[src/rtl/bnn_weight_streamer_if.sv]
// Weight byte stream into the BNN weight streamer (valid/ready).
// Latency: none; pure signal bundle.
// Backpressure: slave drops in_ready when its buffer is full or the frame quota is reached.
interface bnn_weight_streamer_if;
    logic [7:0] in_data;
    logic       in_valid;
    logic       in_ready;

    modport master (output in_data, output in_valid, input in_ready);
    modport slave  (input in_data, input in_valid, output in_ready);
endinterface

[src/rtl/bnn_weight_streamer.sv]
// Streams NUM_NEURONS weight bytes to the BNN receiver as nibble beats on its uio lane.
// Latency: RST_CYCLES receiver-reset cycles + 1 fetch cycle before the first beat, then 2 beats/byte.
// Backpressure: in_ready low when FIFO full/idle/quota met; sink_ena low stalls the current beat.
module bnn_weight_streamer #(
    parameter int NUM_NEURONS = 12,
    parameter int FIFO_DEPTH  = 4,
    parameter int RST_CYCLES  = 2
) (
    input  logic                   clk,
    input  logic                   reset,
    input  logic                   start_i,
    bnn_weight_streamer_if.slave   in_if,
    input  logic                   sink_ena_i,
    output logic [7:0]             uio_drive_o,
    output logic                   sink_rst_n_o,
    output logic                   busy_o,
    output logic                   frame_done_o,
    output logic [3:0]             byte_count_o
);

    localparam int AW = (FIFO_DEPTH > 1) ? $clog2(FIFO_DEPTH) : 1;
    localparam int RW = (RST_CYCLES > 1) ? $clog2(RST_CYCLES) : 1;

    typedef enum logic [2:0] {
        S_IDLE,
        S_SRST,
        S_FETCH,
        S_LO,
        S_HI,
        S_DONE
    } state_t;

    state_t        state_q;
    logic [7:0]    fifo_mem_q [FIFO_DEPTH];
    logic [AW:0]   wr_ptr_q;
    logic [AW:0]   rd_ptr_q;
    logic [7:0]    cur_byte_q;
    logic [3:0]    byte_count_q;
    logic [4:0]    byte_count_d;
    logic [4:0]    accepted_q;
    logic [RW-1:0] rst_cnt_q;

    logic       fifo_empty;
    logic       fifo_full;
    logic [7:0] fifo_head;
    logic       in_ready;
    logic       push;
    logic       pop;
    logic       last_byte;

    // Extra pointer MSB distinguishes full from empty when the index bits match.
    assign fifo_empty = (wr_ptr_q == rd_ptr_q);
    assign fifo_full  = (wr_ptr_q[AW] != rd_ptr_q[AW]) &&
                        (wr_ptr_q[AW-1:0] == rd_ptr_q[AW-1:0]);
    assign fifo_head  = fifo_mem_q[rd_ptr_q[AW-1:0]];

    // Ready depends only on registered state, so there is no input-to-ready path
    // and a full FIFO only accepts again after a pop has freed a slot.
    assign in_ready = (state_q != S_IDLE) && (state_q != S_DONE) && !fifo_full &&
                      (accepted_q < 5'(NUM_NEURONS));
    assign in_if.in_ready = in_ready;
    assign push = in_if.in_valid && in_ready;

    // Count is widened so a 16-neuron frame still detects its last byte.
    assign byte_count_d = {1'b0, byte_count_q} + 5'd1;
    assign last_byte    = (byte_count_d == 5'(NUM_NEURONS));

    assign pop = ((state_q == S_FETCH) && !fifo_empty) ||
                 ((state_q == S_HI) && sink_ena_i && !last_byte && !fifo_empty);

    // Byte storage; contents are don't-care until written, so no reset.
    always_ff @(posedge clk) begin
        if (push) begin
            fifo_mem_q[wr_ptr_q[AW-1:0]] <= in_if.in_data;
        end
    end

    // FIFO pointers; flushed at every accepted start so a frame never sees stale bytes.
    always_ff @(posedge clk or posedge reset) begin
        if (reset) begin
            wr_ptr_q <= '0;
            rd_ptr_q <= '0;
        end else if ((state_q == S_IDLE) && start_i) begin
            wr_ptr_q <= '0;
            rd_ptr_q <= '0;
        end else begin
            if (push) begin
                wr_ptr_q <= wr_ptr_q + 1'b1;
            end
            if (pop) begin
                rd_ptr_q <= rd_ptr_q + 1'b1;
            end
        end
    end

    // Frame sequencer: receiver reset pulse, then low/high nibble beats per byte.
    always_ff @(posedge clk or posedge reset) begin
        if (reset) begin
            state_q      <= S_IDLE;
            cur_byte_q   <= 8'h00;
            byte_count_q <= 4'd0;
            accepted_q   <= 5'd0;
            rst_cnt_q    <= '0;
        end else begin
            if (push) begin
                accepted_q <= accepted_q + 5'd1;
            end
            case (state_q)
                S_IDLE: begin
                    if (start_i) begin
                        state_q      <= S_SRST;
                        byte_count_q <= 4'd0;
                        accepted_q   <= 5'd0;
                        rst_cnt_q    <= '0;
                    end
                end
                S_SRST: begin
                    if (rst_cnt_q == RW'(RST_CYCLES - 1)) begin
                        state_q <= S_FETCH;
                    end else begin
                        rst_cnt_q <= rst_cnt_q + 1'b1;
                    end
                end
                S_FETCH: begin
                    if (!fifo_empty) begin
                        cur_byte_q <= fifo_head;
                        state_q    <= S_LO;
                    end
                end
                S_LO: begin
                    if (sink_ena_i) begin
                        state_q <= S_HI;
                    end
                end
                S_HI: begin
                    if (sink_ena_i) begin
                        byte_count_q <= byte_count_d[3:0];
                        if (last_byte) begin
                            state_q <= S_DONE;
                        end else if (!fifo_empty) begin
                            // Back-to-back byte: load_en stays high across the boundary.
                            cur_byte_q <= fifo_head;
                            state_q    <= S_LO;
                        end else begin
                            state_q <= S_FETCH;
                        end
                    end
                end
                S_DONE: begin
                    state_q <= S_IDLE;
                end
                default: begin
                    state_q <= S_IDLE;
                end
            endcase
        end
    end

    // Output decode from registered state only; load_en is high solely in LO/HI.
    always_comb begin
        uio_drive_o  = 8'h00;
        sink_rst_n_o = 1'b1;
        busy_o       = 1'b0;
        frame_done_o = 1'b0;
        byte_count_o = byte_count_q;
        case (state_q)
            S_SRST: begin
                sink_rst_n_o = 1'b0;
                busy_o       = 1'b1;
            end
            S_FETCH: begin
                busy_o = 1'b1;
            end
            S_LO: begin
                uio_drive_o = {cur_byte_q[3:0], 1'b1, 3'b000};
                busy_o      = 1'b1;
            end
            S_HI: begin
                uio_drive_o = {cur_byte_q[7:4], 1'b1, 3'b000};
                busy_o      = 1'b1;
            end
            S_DONE: begin
                frame_done_o = 1'b1;
            end
            default: begin
                uio_drive_o = 8'h00;
            end
        endcase
    end

endmodule

[src/flat_wrapper.sv]
// flat-port wrapper written by rule: the top's interface ports become plain ports
module bnn_weight_streamer_flat 
#(
    parameter int NUM_NEURONS = 12,
    parameter int FIFO_DEPTH  = 4,
    parameter int RST_CYCLES  = 2
)
  (clk, reset, start_i, sink_ena_i, uio_drive_o, sink_rst_n_o, busy_o, frame_done_o, byte_count_o, in_if_in_data, in_if_in_valid, in_if_in_ready);
  bnn_weight_streamer_if in_if_i ();
  input  logic clk;
  input  logic reset;
  input  logic start_i;
  input  logic sink_ena_i;
  output logic [7:0] uio_drive_o;
  output logic sink_rst_n_o;
  output logic busy_o;
  output logic frame_done_o;
  output logic [3:0] byte_count_o;
  input wire logic [$bits(in_if_i.in_data)-1:0] in_if_in_data;
  input wire logic [$bits(in_if_i.in_valid)-1:0] in_if_in_valid;
  output wire logic [$bits(in_if_i.in_ready)-1:0] in_if_in_ready;
  assign in_if_i.in_data = in_if_in_data;
  assign in_if_i.in_valid = in_if_in_valid;
  assign in_if_in_ready = in_if_i.in_ready;
  bnn_weight_streamer #(.NUM_NEURONS(NUM_NEURONS), .FIFO_DEPTH(FIFO_DEPTH), .RST_CYCLES(RST_CYCLES)) u_core (.clk(clk), .reset(reset), .start_i(start_i), .in_if(in_if_i), .sink_ena_i(sink_ena_i), .uio_drive_o(uio_drive_o), .sink_rst_n_o(sink_rst_n_o), .busy_o(busy_o), .frame_done_o(frame_done_o), .byte_count_o(byte_count_o));
endmodule
[config.mk]
export PLATFORM = sky130hd
export DESIGN_NAME = bnn_weight_streamer_flat
export DESIGN_NICKNAME = d
export VERILOG_FILES = /design/src/rtl/bnn_weight_streamer_if.sv /design/src/rtl/bnn_weight_streamer.sv /design/src/flat_wrapper.sv
export SDC_FILE = /design/constraint.sdc
export NUM_CORES = 1
export LEC_CHECK = 0
export CORE_UTILIZATION = 55
export CTS_CLUSTER_SIZE = 30
export DETAILED_ROUTE_END_ITERATION = 16
export PLACE_DENSITY = 0.85
export RECOVER_POWER = 50
export SYNTH_ARGS = -nofsm -noshare
export SYNTH_HDL_FRONTEND = slang
export SYNTH_SLANG_ARGS = --single-unit
[constraint.sdc]
create_clock -name clk -period 3.76 [get_ports clk]
set_clock_uncertainty 0.1 [all_clocks]
set_input_delay 1.128 -clock clk [delete_from_list [all_inputs] [get_ports clk]]
set_output_delay 1.128 -clock clk [all_outputs]
set_load 0.005 [all_outputs]
==> key figures <==
Timing
  – Max_slew headroom: 2.89%
  – Final Cycle Share: 87.7%
  – Final worst-path setup slack: 0.463 ns
  – Slew Limit Fails: 0
  – Setup TNS: 0 ns
  – Actual slew at the worst max-slew pin: 1.46 ns
  – FMAX: 303 MHz
  – Tmin final: 3.30 ns
  – Final setup fails: 0
  – Final Hold Viols: 0
  – RSZ-0062 raised after global routing: no

Routing
  – Drt via density: 5.62
  – Final wirelength: 5010 um
  – DR pass1 iterations: 4
  – Antenna-violating nets left: 0
  – DRT iter0 DRCs: 104
  – DRC Markers: 0
  – Routed length per placed instance: 17.0 um
  – Via Count: 1651

Synthesis
  – Post-synthesis cell type count: 44
  – Area contributors post-synth: edfxtp_1, dfrtp_1, mux4_2, ha_1, mux2_2
  – Area leader, netlist: edfxtp_1
  – Number of synthesized register bits: 59
  – Yosys warnings: 0
  – Syn avg cell area: 14.2 um2
  – Post-synth EDFFs: 32
  – Cell Area, Synth: 0.00272 mm2
  – Register area share after synthesis: 60.1%
  – Post-synth top area share: 35.3%
  – Ys async rst share: 45.8%
  – Synthesized instance count: 192
  – Dominant synthesized flop cell: edfxtp_1

Min path
  – Hold crit path type: register to register
  – Hold-critical path depth: 1
  – Worst hold endpoint: u_core.rd_ptr_q[2]
  – Hold path startpoint: u_core.rd_ptr_q[2]

Clocking
  – Clk sinks: 59
  – Skew-Pair Late Insertion Delay: 0.33 ns
  – TritonCTS clock tree: done
  – Root buf cell: clkbuf_8
  – CTS Buf Count: 9
  – Clk buf depth: 2
  – Buffer count from post-CTS setup fixing: 0
  – Post-CTS Hold Buffers: 0
  – H-tree level count: 3
  – CTS clk-pin slew, worst paths: 0.07 ns
  – Post_cts resized: 0

Critical path
  – Critical path arrival: 2.07 ns
  – Max FO, Critical Path: 8
  – Beginning of the worst register-to-register path: u_core.state_q[0]
  – Cells on worst reg2reg path: 4
  – Req. time, crit path: 2.53 ns
  – Critical Path Sink Type: primary output
  – Slowest library cell on the worst path: clkdlybuf4s50_1
  – Worst setup SP type: register
  – Flop2flop setup slack: 1.43 ns
  – Crit-path cells: nor3b_2 > a22o_1 > clkdlybuf4s50_1
  – Critical R2R Capture: u_core.fifo_mem_q[1][5]
  – Crit path max-delay family: buffers and inverters
  – Crit path buf inv count: 1
  – Crit Path Category: register to primary output
  – CP peak stage delay: 0.53 ns

Global routing
  – Initial antenna violation count: 0
  – Vias in the first global route: 1662
  – Largest net degree at the start of global routing: 28
  – First-pass GRT wire length: 8100 um
  – All-Layer GR Usage: 21.5%
  – Remaining global-route overflow: 0

Floorplanning
  – Top-level I/O count: 29
  – Initial Util: 57.3%
  – Die height: 72.4 um
  – Core Footprint: 0.00475 mm2
  – Die footprint: 0.00524 mm2
  – Die W: 72.4 um
  – Row cnt: 25

Placement
  – Dpl cells: 278
  – DPL Wire Length: 3380 um
  – Post-Place Setup Slack: 0.658 ns
  – PortBufs: 25
  – GPL Wtd Cong: 0.804

Pwr
  – Final Power: 2610 uW
  – Static leakage: 0.00127 uW
  – Pwr dens: 805 mW/mm2
  – Peak VDD IR: 0.611 mV

Final layout
  – Post-layout util: 68.2%
  – Layout Nets: 243
  – Layout Cells excl Fill: 294
  – Commonest non-fill, non-tap cell in the layout: edfxtp_1
  – P&R area growth vs syn: 19.0%
  – Number of diodes: 0
  – Most frequent cells in the layout: edfxtp_1, dfrtp_1, nand2_1
  – Share of layout cells above drive strength 1: 18.9%

Job
  – Maxcap violations: 0

Run status
  – Status: complete, no violations
-- registers in the layout, indices dropped and copies added (netlist names) --
name                 count
u_core.rst_cnt_q         1
u_core.wr_ptr_q          3
u_core.rd_ptr_q          3
u_core.cur_byte_q        8
u_core.fifo_mem_q       32
u_core.state_q           3
u_core.accepted_q        5
u_core.byte_count_o      4
-- per-layer routing --
| layer | vias up | global-route usage (%) | part of all wire [%] |
|---|---|---|---|
| met3 | 8 | 4.72 | 3.8 |
| met4 | 0 | 9.80 | 1.6 |
| met5 | - | 0 | 0 |
| met2 | 47 | 35.3 | 52 |
| met1 | 830 | 27.7 | 43 |
| li1 | 766 | - | - |
-- stage by stage --
stage          hold WS (ns)  cell area, um2
2_1_floorplan         0.354            2730
3_3_place_gp          0.381            3020
3_5_place_dp          0.381            3020
4_1_cts               0.408            3240
5_1_grt               0.432            3240
6_report              0.409            3240
-- report_power, final --
group	switching [uW]	internal [uW]
sequential	156	876
combinational	457	475
clock	266	377
-- area by class of cell --
| cell class | instances | area [um2] |
|---|---|---|
| clock buffer | 9 | 124 |
| clock inverter | 7 | 100 |
| fill | 344 | 1510 |
| inverter | 5 | 18.8 |
| multi-input combinational | 119 | 1010 |
| sequential | 59 | 1640 |
| tap | 67 | 83.8 |
| timing repair buffer | 28 | 269 |
-- cells in the mapped netlist, drive strengths merged, types with 4 or more instances --
library cell and count:
clkbuf 4, nand2 16, dfrtp 27, and3 4
and2 5, ha 8, nor2 9, mux4 8
nand3b 4, mux2i 7, nand3 7, a22o 4
mux2 8, o21ai 10, inv 5, buf 7
xnor2 5, edfxtp 32
-- logic make-up (layout without fill, tap and decap cells) --
family	after synthesis	count (layout)	share of synthesized area, %
AND/OR/NAND/NOR	50	50	9.65
buffers and inverters	16	49	3.12
other	1	3	0.138
multiplexers	23	23	12.5
XOR/XNOR	7	7	2.53
adder cells (fa/ha/maj)	8	8	3.68
AO/OA/AOI/OAI	28	28	8.27
flip-flops	59	59	60.1
-- worst max path at each step --
stage                            from                      end  cells after the start  slack, ns
floorplan           u_core.state_q[1]           uio_drive_o[4]                      4       1.34
global placement       in_if_in_valid  u_core.fifo_mem_q[2][2]                      4       0.77
detailed placement     in_if_in_valid  u_core.fifo_mem_q[1][4]                      4       0.66
CTS                 u_core.state_q[2]           uio_drive_o[4]                      3       0.47
global route        u_core.state_q[2]           uio_drive_o[4]                      3       0.33
finish              u_core.state_q[2]           uio_drive_o[4]                      3       0.46
Note: power is estimated with default switching activity, not from simulation.
